--- src/rtl/multi_commit_storebuffer.sv ---
// ---------------------------------------------------------------------------
// multi_commit_storebuffer
//
// Circular store buffer sitting between a pipeline and memory. Stores are
// allocated speculatively at head, retired in order by the commit pointer
// (up to COMMIT_W per cycle), and drained to memory from tail once committed.
// A flush throws away everything still uncommitted but keeps committed
// stores, since those are architecturally done and must reach memory.
//
// Optional feature macro: SB_STORE_FWD_EN
//   defined   -> byte-granular load forwarding from all valid entries
//   undefined -> fwd_* outputs tied to 0, no comparators built
//
// Ports
//   clk, rst_n          clock (rising edge), synchronous active-low reset
//   flush_i             pipeline flush
//   push_valid_i/ready  store-allocate handshake
//   push_addr/data/strb store payload
//   commit_cnt_i        number of oldest uncommitted stores retired this cycle
//   out_valid/ready     drain handshake to memory
//   out_addr/data/strb  oldest committed entry (combinational from tail)
//   sb_cnt_o/empty_o    registered occupancy
//   fwd_addr_i          load address to forward for
//   fwd_hit/data/strb   forwarding result
// ---------------------------------------------------------------------------
module multi_commit_storebuffer #(
    parameter int SB_SIZE  = 8,
    parameter int COMMIT_W = 2,
    parameter int ADDR_W   = 32,
    parameter int DATA_W   = 32
) (
    input  logic                          clk,
    input  logic                          rst_n,
    input  logic                          flush_i,
    input  logic                          push_valid_i,
    output logic                          push_ready_o,
    input  logic [ADDR_W-1:0]             push_addr_i,
    input  logic [DATA_W-1:0]             push_data_i,
    input  logic [DATA_W/8-1:0]           push_strb_i,
    input  logic [$clog2(COMMIT_W+1)-1:0] commit_cnt_i,
    output logic                          out_valid_o,
    input  logic                          out_ready_i,
    output logic [ADDR_W-1:0]             out_addr_o,
    output logic [DATA_W-1:0]             out_data_o,
    output logic [DATA_W/8-1:0]           out_strb_o,
    output logic [$clog2(SB_SIZE+1)-1:0]  sb_cnt_o,
    output logic                          sb_empty_o,
    input  logic [ADDR_W-1:0]             fwd_addr_i,
    output logic                          fwd_hit_o,
    output logic [DATA_W-1:0]             fwd_data_o,
    output logic [DATA_W/8-1:0]           fwd_strb_o
);

    localparam int PW = $clog2(SB_SIZE);
    localparam int CW = $clog2(SB_SIZE + 1);
    localparam int SW = DATA_W / 8;

    // Entry storage. Payload needs no reset: it is only observed through
    // valid/committed state, which is reset.
    logic [ADDR_W-1:0] addr_q [SB_SIZE];
    logic [DATA_W-1:0] data_q [SB_SIZE];
    logic [SW-1:0]     strb_q [SB_SIZE];
    logic [SB_SIZE-1:0] valid_q, valid_n;

    logic [PW-1:0] head_q, head_n;
    logic [PW-1:0] cmt_ptr_q, cmt_ptr_n;
    logic [PW-1:0] tail_q, tail_n;
    logic [CW-1:0] total_q, total_n;
    logic [CW-1:0] cmt_cnt_q, cmt_cnt_n;

    logic [CW-1:0] unc_cnt;
    logic [CW-1:0] commit_req;
    logic [CW-1:0] commit_n;
    logic [CW-1:0] discard_cnt;
    logic [PW-1:0] flush_off;
    logic          push_fire;
    logic          drain_fire;

    assign push_ready_o = (total_q < CW'(SB_SIZE));
    assign out_valid_o  = (cmt_cnt_q != '0);
    assign out_addr_o   = addr_q[tail_q];
    assign out_data_o   = data_q[tail_q];
    assign out_strb_o   = strb_q[tail_q];
    assign sb_cnt_o     = total_q;
    assign sb_empty_o   = (total_q == '0);

    assign push_fire  = push_valid_i & push_ready_o & ~flush_i;
    assign drain_fire = out_valid_o & out_ready_i;

    always_comb begin
        unc_cnt     = total_q - cmt_cnt_q;
        commit_req  = CW'(commit_cnt_i);
        // Commit works on the registered uncommitted count, so a store pushed
        // this cycle cannot be retired until the next one.
        commit_n    = (commit_req < unc_cnt) ? commit_req : unc_cnt;
        discard_cnt = unc_cnt - commit_n;

        cmt_ptr_n = cmt_ptr_q + PW'(commit_n);
        cmt_cnt_n = cmt_cnt_q + commit_n - CW'(drain_fire);
        tail_n    = tail_q + PW'(drain_fire);

        if (flush_i) begin
            // Uncommitted entries vanish: head snaps back to the commit point.
            head_n  = cmt_ptr_n;
            total_n = cmt_cnt_n;
        end else begin
            head_n  = head_q + PW'(push_fire);
            total_n = total_q + CW'(push_fire) - CW'(drain_fire);
        end

        valid_n   = valid_q;
        flush_off = '0;
        for (int i = 0; i < SB_SIZE; i++) begin
            // Distance from the post-commit pointer; anything closer than
            // the discard count is an uncommitted entry being flushed.
            flush_off = PW'(i) - cmt_ptr_n;
            if (flush_i && (CW'(flush_off) < discard_cnt)) begin
                valid_n[i] = 1'b0;
            end
        end
        if (drain_fire) begin
            valid_n[tail_q] = 1'b0;
        end
        if (push_fire) begin
            valid_n[head_q] = 1'b1;
        end
    end

    always_ff @(posedge clk) begin
        if (!rst_n) begin
            head_q    <= '0;
            cmt_ptr_q <= '0;
            tail_q    <= '0;
            total_q   <= '0;
            cmt_cnt_q <= '0;
            valid_q   <= '0;
        end else begin
            head_q    <= head_n;
            cmt_ptr_q <= cmt_ptr_n;
            tail_q    <= tail_n;
            total_q   <= total_n;
            cmt_cnt_q <= cmt_cnt_n;
            valid_q   <= valid_n;
        end
    end

    always_ff @(posedge clk) begin
        if (push_fire) begin
            addr_q[head_q] <= push_addr_i;
            data_q[head_q] <= push_data_i;
            strb_q[head_q] <= push_strb_i;
        end
    end

`ifdef SB_STORE_FWD_EN
    localparam int OB = $clog2(SW);

    logic [PW-1:0] fwd_idx;

    // Walk from oldest (tail) to youngest so later matches overwrite earlier
    // ones byte by byte; the youngest writer of each byte wins.
    always_comb begin
        fwd_data_o = '0;
        fwd_strb_o = '0;
        fwd_idx    = '0;
        for (int k = 0; k < SB_SIZE; k++) begin
            fwd_idx = tail_q + PW'(k);
            if (valid_q[fwd_idx] &&
                (addr_q[fwd_idx][ADDR_W-1:OB] == fwd_addr_i[ADDR_W-1:OB])) begin
                for (int b = 0; b < SW; b++) begin
                    if (strb_q[fwd_idx][b]) begin
                        fwd_data_o[b*8 +: 8] = data_q[fwd_idx][b*8 +: 8];
                        fwd_strb_o[b]        = 1'b1;
                    end
                end
            end
        end
        fwd_hit_o = (fwd_strb_o != '0);
    end
`else
    logic unused_fwd;

    // Without forwarding, the load address and per-entry valid bits have no
    // reader; fold them into one sink so nothing looks accidentally dangling.
    assign unused_fwd = ^{fwd_addr_i, valid_q};
    assign fwd_hit_o  = 1'b0;
    assign fwd_data_o = '0;
    assign fwd_strb_o = '0;
`endif

endmodule
--- config.mk ---
export PLATFORM = sky130hd
export DESIGN_NAME = multi_commit_storebuffer
export DESIGN_NICKNAME = d
export VERILOG_FILES = /design/src/rtl/multi_commit_storebuffer.sv
export SDC_FILE = /design/constraint.sdc
export NUM_CORES = 1
export LEC_CHECK = 0
export BUFFER_PORTS_ARGS = -buffer_cell sky130_fd_sc_hd__buf_2
export CAP_MARGIN = 20
export CELL_PAD_IN_SITES_DETAIL_PLACEMENT = 1
export CELL_PAD_IN_SITES_GLOBAL_PLACEMENT = 2
export CORE_MARGIN = 10
export CORE_UTILIZATION = 40
export CTS_CLUSTER_DIAMETER = 60
export CTS_CLUSTER_SIZE = 40
export DETAILED_ROUTE_END_ITERATION = 10
export PLACE_DENSITY = 0.75
export SLEW_MARGIN = 20
export SYNTH_ARGS = -nofsm -noshare
export SYNTH_HDL_FRONTEND = slang
export SYNTH_SLANG_ARGS = --single-unit
--- constraint.sdc ---
create_clock -name clk -period 11.25 [get_ports clk]
set_input_delay 2.25 -clock clk [delete_from_list [all_inputs] [get_ports clk]]
set_output_delay 2.25 -clock clk [all_outputs]
set_load 0.05 [all_outputs]
==> metrics.yaml, run 1 <==
die:
  dieArea_um2: 64500
  initial_utilization_pct: 40.5
  io_pins: 219
  rows: 85
  die_h_um: 254
  fp.coreArea_um2: 54000
  fp.dieW_um: 254
synthesis:
  synth-main-ff-cell: "edfxtp_1"
  synth_area_um2: 21900
  yosysSeqAreaShare_pct: 76.2
  syn_avg_cell_area_um2: 22.8
  synth_edf_count: 544
  synth_top_area_share_pct: 74.6
  synthCells: 959
  ys_ff_latch: 561
  yosysTopAreaCell: "edfxtp_1"
  yosys_warnings: 0
  async_flop_share_pct: 0
  synth_cell_type_count: 37
  synth_area_leaders: "edfxtp_1, mux4_2, mux2_2, dfxtp_1, buf_4"
timing:
  fin_ws_ns: 5.03
  finalCritPeriodShare_pct: 55.3
  period_minus_slack_ns: 6.22
  max_freq_ghz: 0.161
  setup_viol: 0
  hold_slack_ns: 0.583
  relSlewSlack_pct: 41.1
  tightest_slew_ns: 0.884
  slew_violations: 0
  hold_viol_final: 0
  rsz0062_at_grt: "no"
  final.setup_skew_ns: 0.0444
  setup_tns_ns: 0
detailed_routing:
  wl_met1_um: 19500
  routed_wl_um: 45400
  wire_per_inst_um: 24.4
  antenna_left: 0
  post-route-drc-count: 0
  wl_met2_um: 23100
  drtIter0Drc: 621
  wl_met3_um: 2090
  via_per_inst: 5.17
  dr.pass1.iters: 4
  top_layer: "met5"
  vias: 9617
cts:
  cts_tree: "done"
  htreeDepth: 2
  cts_made_buffers: 41
  max-clock-path-buffers: 3
  post_cts_buffers: 0
  clk_pin_slew_ns: 0.07
  clkLatencyLatePin_ns: 0.58
  cts_hold_buf: 0
  cts_root_buf: "clkbuf_16"
  clock-sinks: 561
  post_cts_resized: 0
setup_path:
  reg2reg_slack_ns: 7.40
  critPathArrivalTime_ns: 3.97
  critPathKind: "flop to primary output"
  reg2reg_to: "sb_cnt_o[3]"
  crit_fanout: 44
  worst_r2r_path_depth: 17
  required_ns: 9.00
  worst_setup_path_start_kind: "flop"
  worstReg2RegStart: "sb_cnt_o[0]"
  cp-end-kind: "primary output"
global_routing:
  overflow: 0
  grt_use_total_pct: 14.3
  antenna_found_initial: 3
  grt_pass1_vias: 10800
  grt_pass1_wl_um: 68800
  grt_start_max_net_pins: 51
finish:
  drive_gt1_share_pct: 39.4
  area_growth_pct: 13.7
  finalNetCount: 1262
  instances_no_fill: 1861
  fill_cells: 4979
place:
  io_buffers: 149
  dp_hpwl_um: 25700
  post-place-ws_ns: 5.38
  gp_congestion: 0.684
  dp_cells: 1784
power_and_ir_drop:
  cellLeakagePower_uw: 0.00804
  switching_share_pct: 32.0
  p_int_uw: 3850
  seq_power_share_pct: 44.0
  power.density_nw_per_um2: 227
  vdd_drop_max_mv: 0.122
  switchingPower_uw: 1810
  p_comb_share_pct: 27.4
  p_clk_share_pct: 28.6
worst_hold_path:
  hp-start: "cmt_ptr_q[2]"
  holdCritPathClass: "flop to flop"
  min_to: "cmt_ptr_q[2]"
  holdPathStages: 2
flow_run:
  maxCapViolations: 0
run_status:
  status: "complete, no violations"
==> area by class of cell <==
cell class | count | area (um2) | share of cell area (%)
flip-flops and latches | 561 | 16700 | 67.0
multi-input cells | 335 | 4820 | 19.4
clock buffers | 45 | 1080 | 4.35
repair buffers | 171 | 911 | 3.66
well taps | 696 | 871 | 3.50
clock inverters | 31 | 439 | 1.76
inverters | 21 | 78.8 | 0.317
diodes | 1 | 2.50 | 0.0101
==> worst max path at each step <==
| stage | from | to |
|---|---|---|
| after floorplan | flush_i | addr_q[0][0] |
| after global placement | tail_q[0] | out_addr_o[3] |
| after detailed placement | tail_q[0] | out_addr_o[3] |
| after CTS | tail_q[0] | out_addr_o[3] |
| after global routing | tail_q[0] | out_addr_o[3] |
| final | tail_q[0] | out_addr_o[3] |
==> state kept, by name, indices dropped and copies added, names as in the netlist <==
signal and count:
cmt_cnt_q 4, data_q 256, addr_q 256, head_q 3, strb_q 32, sb_cnt_o 4
cmt_ptr_q 3, tail_q 3
==> cell families (layout without fill, tap and decap cells) <==
logic type               Yosys count  after routing  share of synthesized area (%)
XOR/XNOR                           8              8                          0.320
multiplexers                     213            213                           17.9
AND/OR/NAND/NOR                   40             40                           1.01
buffers and inverters             99            268                           2.65
flip-flops                       561            561                           76.2
AO/OA/AOI/OAI                     13             13                          0.394
adder cells (fa/ha/maj)           24             24                           1.51
other                              1             38                         0.0171
==> power by group through the flow <==
stage	Clock (uW)	Combinational [uW]	Sequential [uW]
2_1_floorplan	0	1260	2520
3_3_place_gp	0	1570	2530
3_5_place_dp	0	1590	2540
4_1_cts	1670	1600	2490
5_1_grt	1760	1690	2500
6_report	1620	1550	2490
==> placed cells by master, fill, tap and decap left out, types with 3 or more instances in the layout <==
cell type / Yosys / routed
conb_1: 1 / 37
mux2_2: 68 / 68
ha_1: 20 / 20
xnor2_1: 5 / 5
buf_2: 17 / 149
mux4_2: 136 / 136
o21ai_0: 3 / 3
inv_1: 21 / 21
clkinv_8: 0 / 8
clkinv_4: 0 / 3
inv_6: 0 / 3
a21o_1: 3 / 3
buf_4: 37 / 22
clkbuf_16: 0 / 43
edfxtp_1: 544 / 544
bufinv_16: 0 / 4
xor2_1: 3 / 3
nor2b_1: 4 / 4
dfxtp_1: 17 / 14
inv_8: 0 / 5
mux2i_1: 7 / 7
nor2_4: 0 / 6
a21oi_1: 3 / 3
nand2_1: 5 / 5
fa_1: 4 / 4
dfxtp_4: 0 / 3
and2_1: 11 / 11
nand2b_1: 3 / 3
==> synth_stat cells (7+ instances only) <==
cell type / instances
and2_1: 11
buf_2: 17
buf_4: 37
clkbuf_1: 15
dfxtp_1: 17
edfxtp_1: 544
ha_1: 20
inv_1: 21
mux2_2: 68
mux2i_1: 7
mux4_2: 136
nor2_1: 8
==> layer usage <==
layer / vias to the layer above / track usage [%]
met3: 53 / 2.93
li1: 4240 / -
met5: - / 0
met2: 175 / 24.4
met4: 6 / 3.16
met1: 5143 / 18.7
==> critical path, cell delays in order, from the launching register on <==
cell and delay, ns:
dfxtp_4 0.71, buf_4 0.67, buf_4 0.83, mux4_2 0.59
mux2_2 0.31, buf_2 0.22
==> through the flow <==
step / utilization (%) / area [um2] / total power (uW)
finish: 46.1 / 24900 / 5660
global route: 46.1 / 24900 / 5950
CTS: 46.1 / 24900 / 5760
detailed placement: 43.3 / 23400 / 4130
global placement: 43.3 / 23400 / 4110
floorplan: - / 22000 / 3770
Note: power is estimated with default switching activity, not from simulation.
==> inputs of run 2 (changes only) <==
--- a/config.mk
+++ b/config.mk
@@ -5,16 +5,17 @@
 export SDC_FILE = /design/constraint.sdc
 export NUM_CORES = 1
 export LEC_CHECK = 0
+export ABC_AREA = 1
 export BUFFER_PORTS_ARGS = -buffer_cell sky130_fd_sc_hd__buf_2
 export CAP_MARGIN = 20
 export CELL_PAD_IN_SITES_DETAIL_PLACEMENT = 1
 export CELL_PAD_IN_SITES_GLOBAL_PLACEMENT = 2
 export CORE_MARGIN = 10
-export CORE_UTILIZATION = 40
+export CORE_UTILIZATION = 37
 export CTS_CLUSTER_DIAMETER = 60
 export CTS_CLUSTER_SIZE = 40
 export DETAILED_ROUTE_END_ITERATION = 10
-export PLACE_DENSITY = 0.75
+export PLACE_DENSITY = 0.81
 export SLEW_MARGIN = 20
 export SYNTH_ARGS = -nofsm -noshare
 export SYNTH_HDL_FRONTEND = slang
==> constraint.sdc (replaced) <==
create_clock -name clk -period 5.3 [get_ports clk]
set_input_delay 1.06 -clock clk [delete_from_list [all_inputs] [get_ports clk]]
set_output_delay 1.06 -clock clk [all_outputs]
set_load 0.05 [all_outputs]
==> run 2 against run 1 <==
  * Sequential share of layout area decreased by 1.2 points
  * Clock power up 120%
  * Via count is 45% higher
  * Utilization shrank 3.4 points
  * Cell count increased by 43%
  * Global-route usage rose by 1.8 points
  * Area after synthesis up 2.0%
  * Combinational power grew to 2.8 times the previous value
  * Die area increased by 9.4%
  * Sequential power is 110% higher
  * Clock-buffer cell count up 1
  * First-iteration DRC count rose by 56%
  * Largest cell class unchanged
  * Highest routed layer unchanged
==> metrics.yaml, run 2 <==
timing:
  relSlewSlack_pct: 14.0
  setup_viol: 0
  slew_violations: 0
  rsz0062_at_grt: "no"
  finalCritPeriodShare_pct: 82.9
  max_freq_ghz: 0.228
  hold_viol_final: 0
  tightest_slew_ns: 1.29
  hold_slack_ns: 0.530
  fin_ws_ns: 0.907
  period_minus_slack_ns: 4.39
  final.setup_skew_ns: 0.0344
  setup_tns_ns: 0
synthesis:
  yosys_warnings: 0
  synth_top_area_share_pct: 73.2
  yosysTopAreaCell: "edfxtp_1"
  synth_edf_count: 544
  synth_top_family_by_area: "compound AO/OA/AOI/OAI gates"
  post-synth-top-count-cell: "edfxtp_1"
  synthSimpleGateAreaFrac_pct: 9.20
  ys_ff_latch: 561
  synth_area_leaders: "edfxtp_1, o21ai_0, nor2_1, nand2_1, o22ai_1"
  muxShareOfSynthArea_pct: 0
  async_flop_share_pct: 0
  synth_cell_type_count: 23
  synth_xor_area_share_pct: 0.235
  synthTopCellsByCount: "edfxtp_1, nor2_1, o21ai_0, nand2_1, o22ai_1"
  synthAdderAreaFrac_pct: 1.48
  synth_compound_area_share_pct: 10.3
  yosysSeqAreaShare_pct: 74.7
  synth_area_um2: 22300
  synthCells: 1741
  synth-main-ff-cell: "edfxtp_1"
  syn_avg_cell_area_um2: 12.8
cts:
  post_cts_resized: 0
  max-clock-path-buffers: 3
  clk_pin_slew_ns: 0.07
  cts_made_buffers: 44
  post_cts_buffers: 0
  clock-sinks: 561
  cts_hold_buf: 0
  cts_tree: "done"
  htreeDepth: 2
  cts_root_buf: "clkbuf_16"
  clkLatencyLatePin_ns: 0.60
power_and_ir_drop:
  cellLeakagePower_uw: 0.00889
  vdd_drop_max_mv: 0.460
  power.density_nw_per_um2: 518
  p_total_uw: 13100
detailed_routing:
  wire_per_inst_um: 21.9
  drtIter0Drc: 968
  post-route-drc-count: 0
  routed_wl_um: 58300
  via_per_inst: 5.23
  dr.pass1.iters: 5
  vias: 13900
  antenna_left: 0
run_status:
  status: "complete, no violations"
global_routing:
  grt_start_max_net_pins: 239
  grt_pass1_vias: 15000
  grt_use_met3_pct: 3.47
  grt_busiest_layer: "met2"
  met1_usage_pct: 19.4
  grt_use_total_pct: 16.2
  globalRouteMet2Util_pct: 29.2
  antenna_found_initial: 11
  grt_pass1_wl_um: 88100
  overflow: 0
finish:
  reg_top3: "addr_q: 256 flops, data_q: 256 flops, strb_q: 32 flops"
  diodes: 0
  area_growth_pct: 13.6
  drive_gt1_share_pct: 14.2
  post-route-util_pct: 42.7
  final_common_cell: "edfxtp_1"
  finalNetCount: 1986
  layout_common_cells: "edfxtp_1, nor2_1, o21ai_0"
setup_path:
  worst_setup_path_start_kind: "flop"
  critPathArrivalTime_ns: 3.33
  crit_start: "tail_q[0]"
  worstReg2RegStart: "sb_cnt_o[0]"
  required_ns: 4.24
  worst_r2r_path_depth: 19
  cp-end-kind: "primary output"
  critPathKind: "flop to primary output"
  crit_fanout: 238
worst_hold_path:
  hp-start: "cmt_ptr_q[2]"
  holdCritPathClass: "flop to flop"
  holdPathStages: 3
die:
  io_pins: 219
  initial_utilization_pct: 37.6
  rows: 89
  fp.dieW_um: 266
  die_h_um: 266
  fp.coreArea_um2: 59400
  dieArea_um2: 70600
place:
  gp_congestion: 0.740
  dp_hpwl_um: 32400
  io_buffers: 149
  post-place-ws_ns: 1.61
flow_run:
  maxCapViolations: 0
## run 2: cell count changes in the layout (fill, tap and decap cells not counted), moves of 9 or more
cell	delta
and2_1	-11
mux4_2	-136
o22ai_1	+136
nand2_1	+232
o21ai_0	+251
inv_1	+17
o21ai_1	+21
a21oi_1	+9
nand3_1	+13
nor2_1	+280
mux2_2	-68
## run 2: metal layers
metal  up-vias  part of all wire (%)
met5         -                  0.16
met4        16                   1.9
met3        87                   5.0
met2       263                    51
met1      7119                    42
li1       6448                     -
## run 2: cells by family after synthesis
kind of cell | Yosys count
buffers and inverters | 183
adder cells (fa/ha/maj) | 24
flip-flops | 561
AO/OA/AOI/OAI | 424
other | 1
AND/OR/NAND/NOR | 542
XOR/XNOR | 6
## run 2: path summary, 6_finish.rpt
path | to | slack [ns]
setup / recovery | out_data_o[29] | 0.91
setup reg to reg | sb_cnt_o[1] | 1.66
hold / removal | cmt_ptr_q[2] | 0.53
hold reg to reg | cmt_ptr_q[2] | 0.53
## run 2: final cells by class
| class | count | area [um2] |
|---|---|---|
| repair buffers | 174 | 1030 |
| clock buffers | 46 | 1130 |
| inverters | 41 | 161 |
| clock inverters | 35 | 447 |
| flip-flops and latches | 561 | 16700 |
| multi-input cells | 1033 | 4930 |
| fillers | 6212 | 34000 |
| well taps | 773 | 967 |
## run 2: report_power, final
part           internal (uW)  leakage (uW)  switching [uW]
sequential              5140       0.00505             123
combinational           1040       0.00307            3230
clock                   1820      0.000773            1770
## run 2: worst max-delay path, stage by stage (launching register included)
cell,delay [ns]
dfxtp_4,0.63
buf_12,0.60
o21ai_0,0.33
o22ai_1,0.31
nand2_1,0.11
nand2_1,0.08
buf_2,0.27
## run 2: metrics by stage
stage / std cells / cell area [um2]
6_report: 2663 / 25400
5_1_grt: 2663 / 25400
4_1_cts: 2663 / 25400
3_5_place_dp: 2582 / 23800
3_3_place_gp: 2582 / 23800
2_1_floorplan: 1777 / 22500
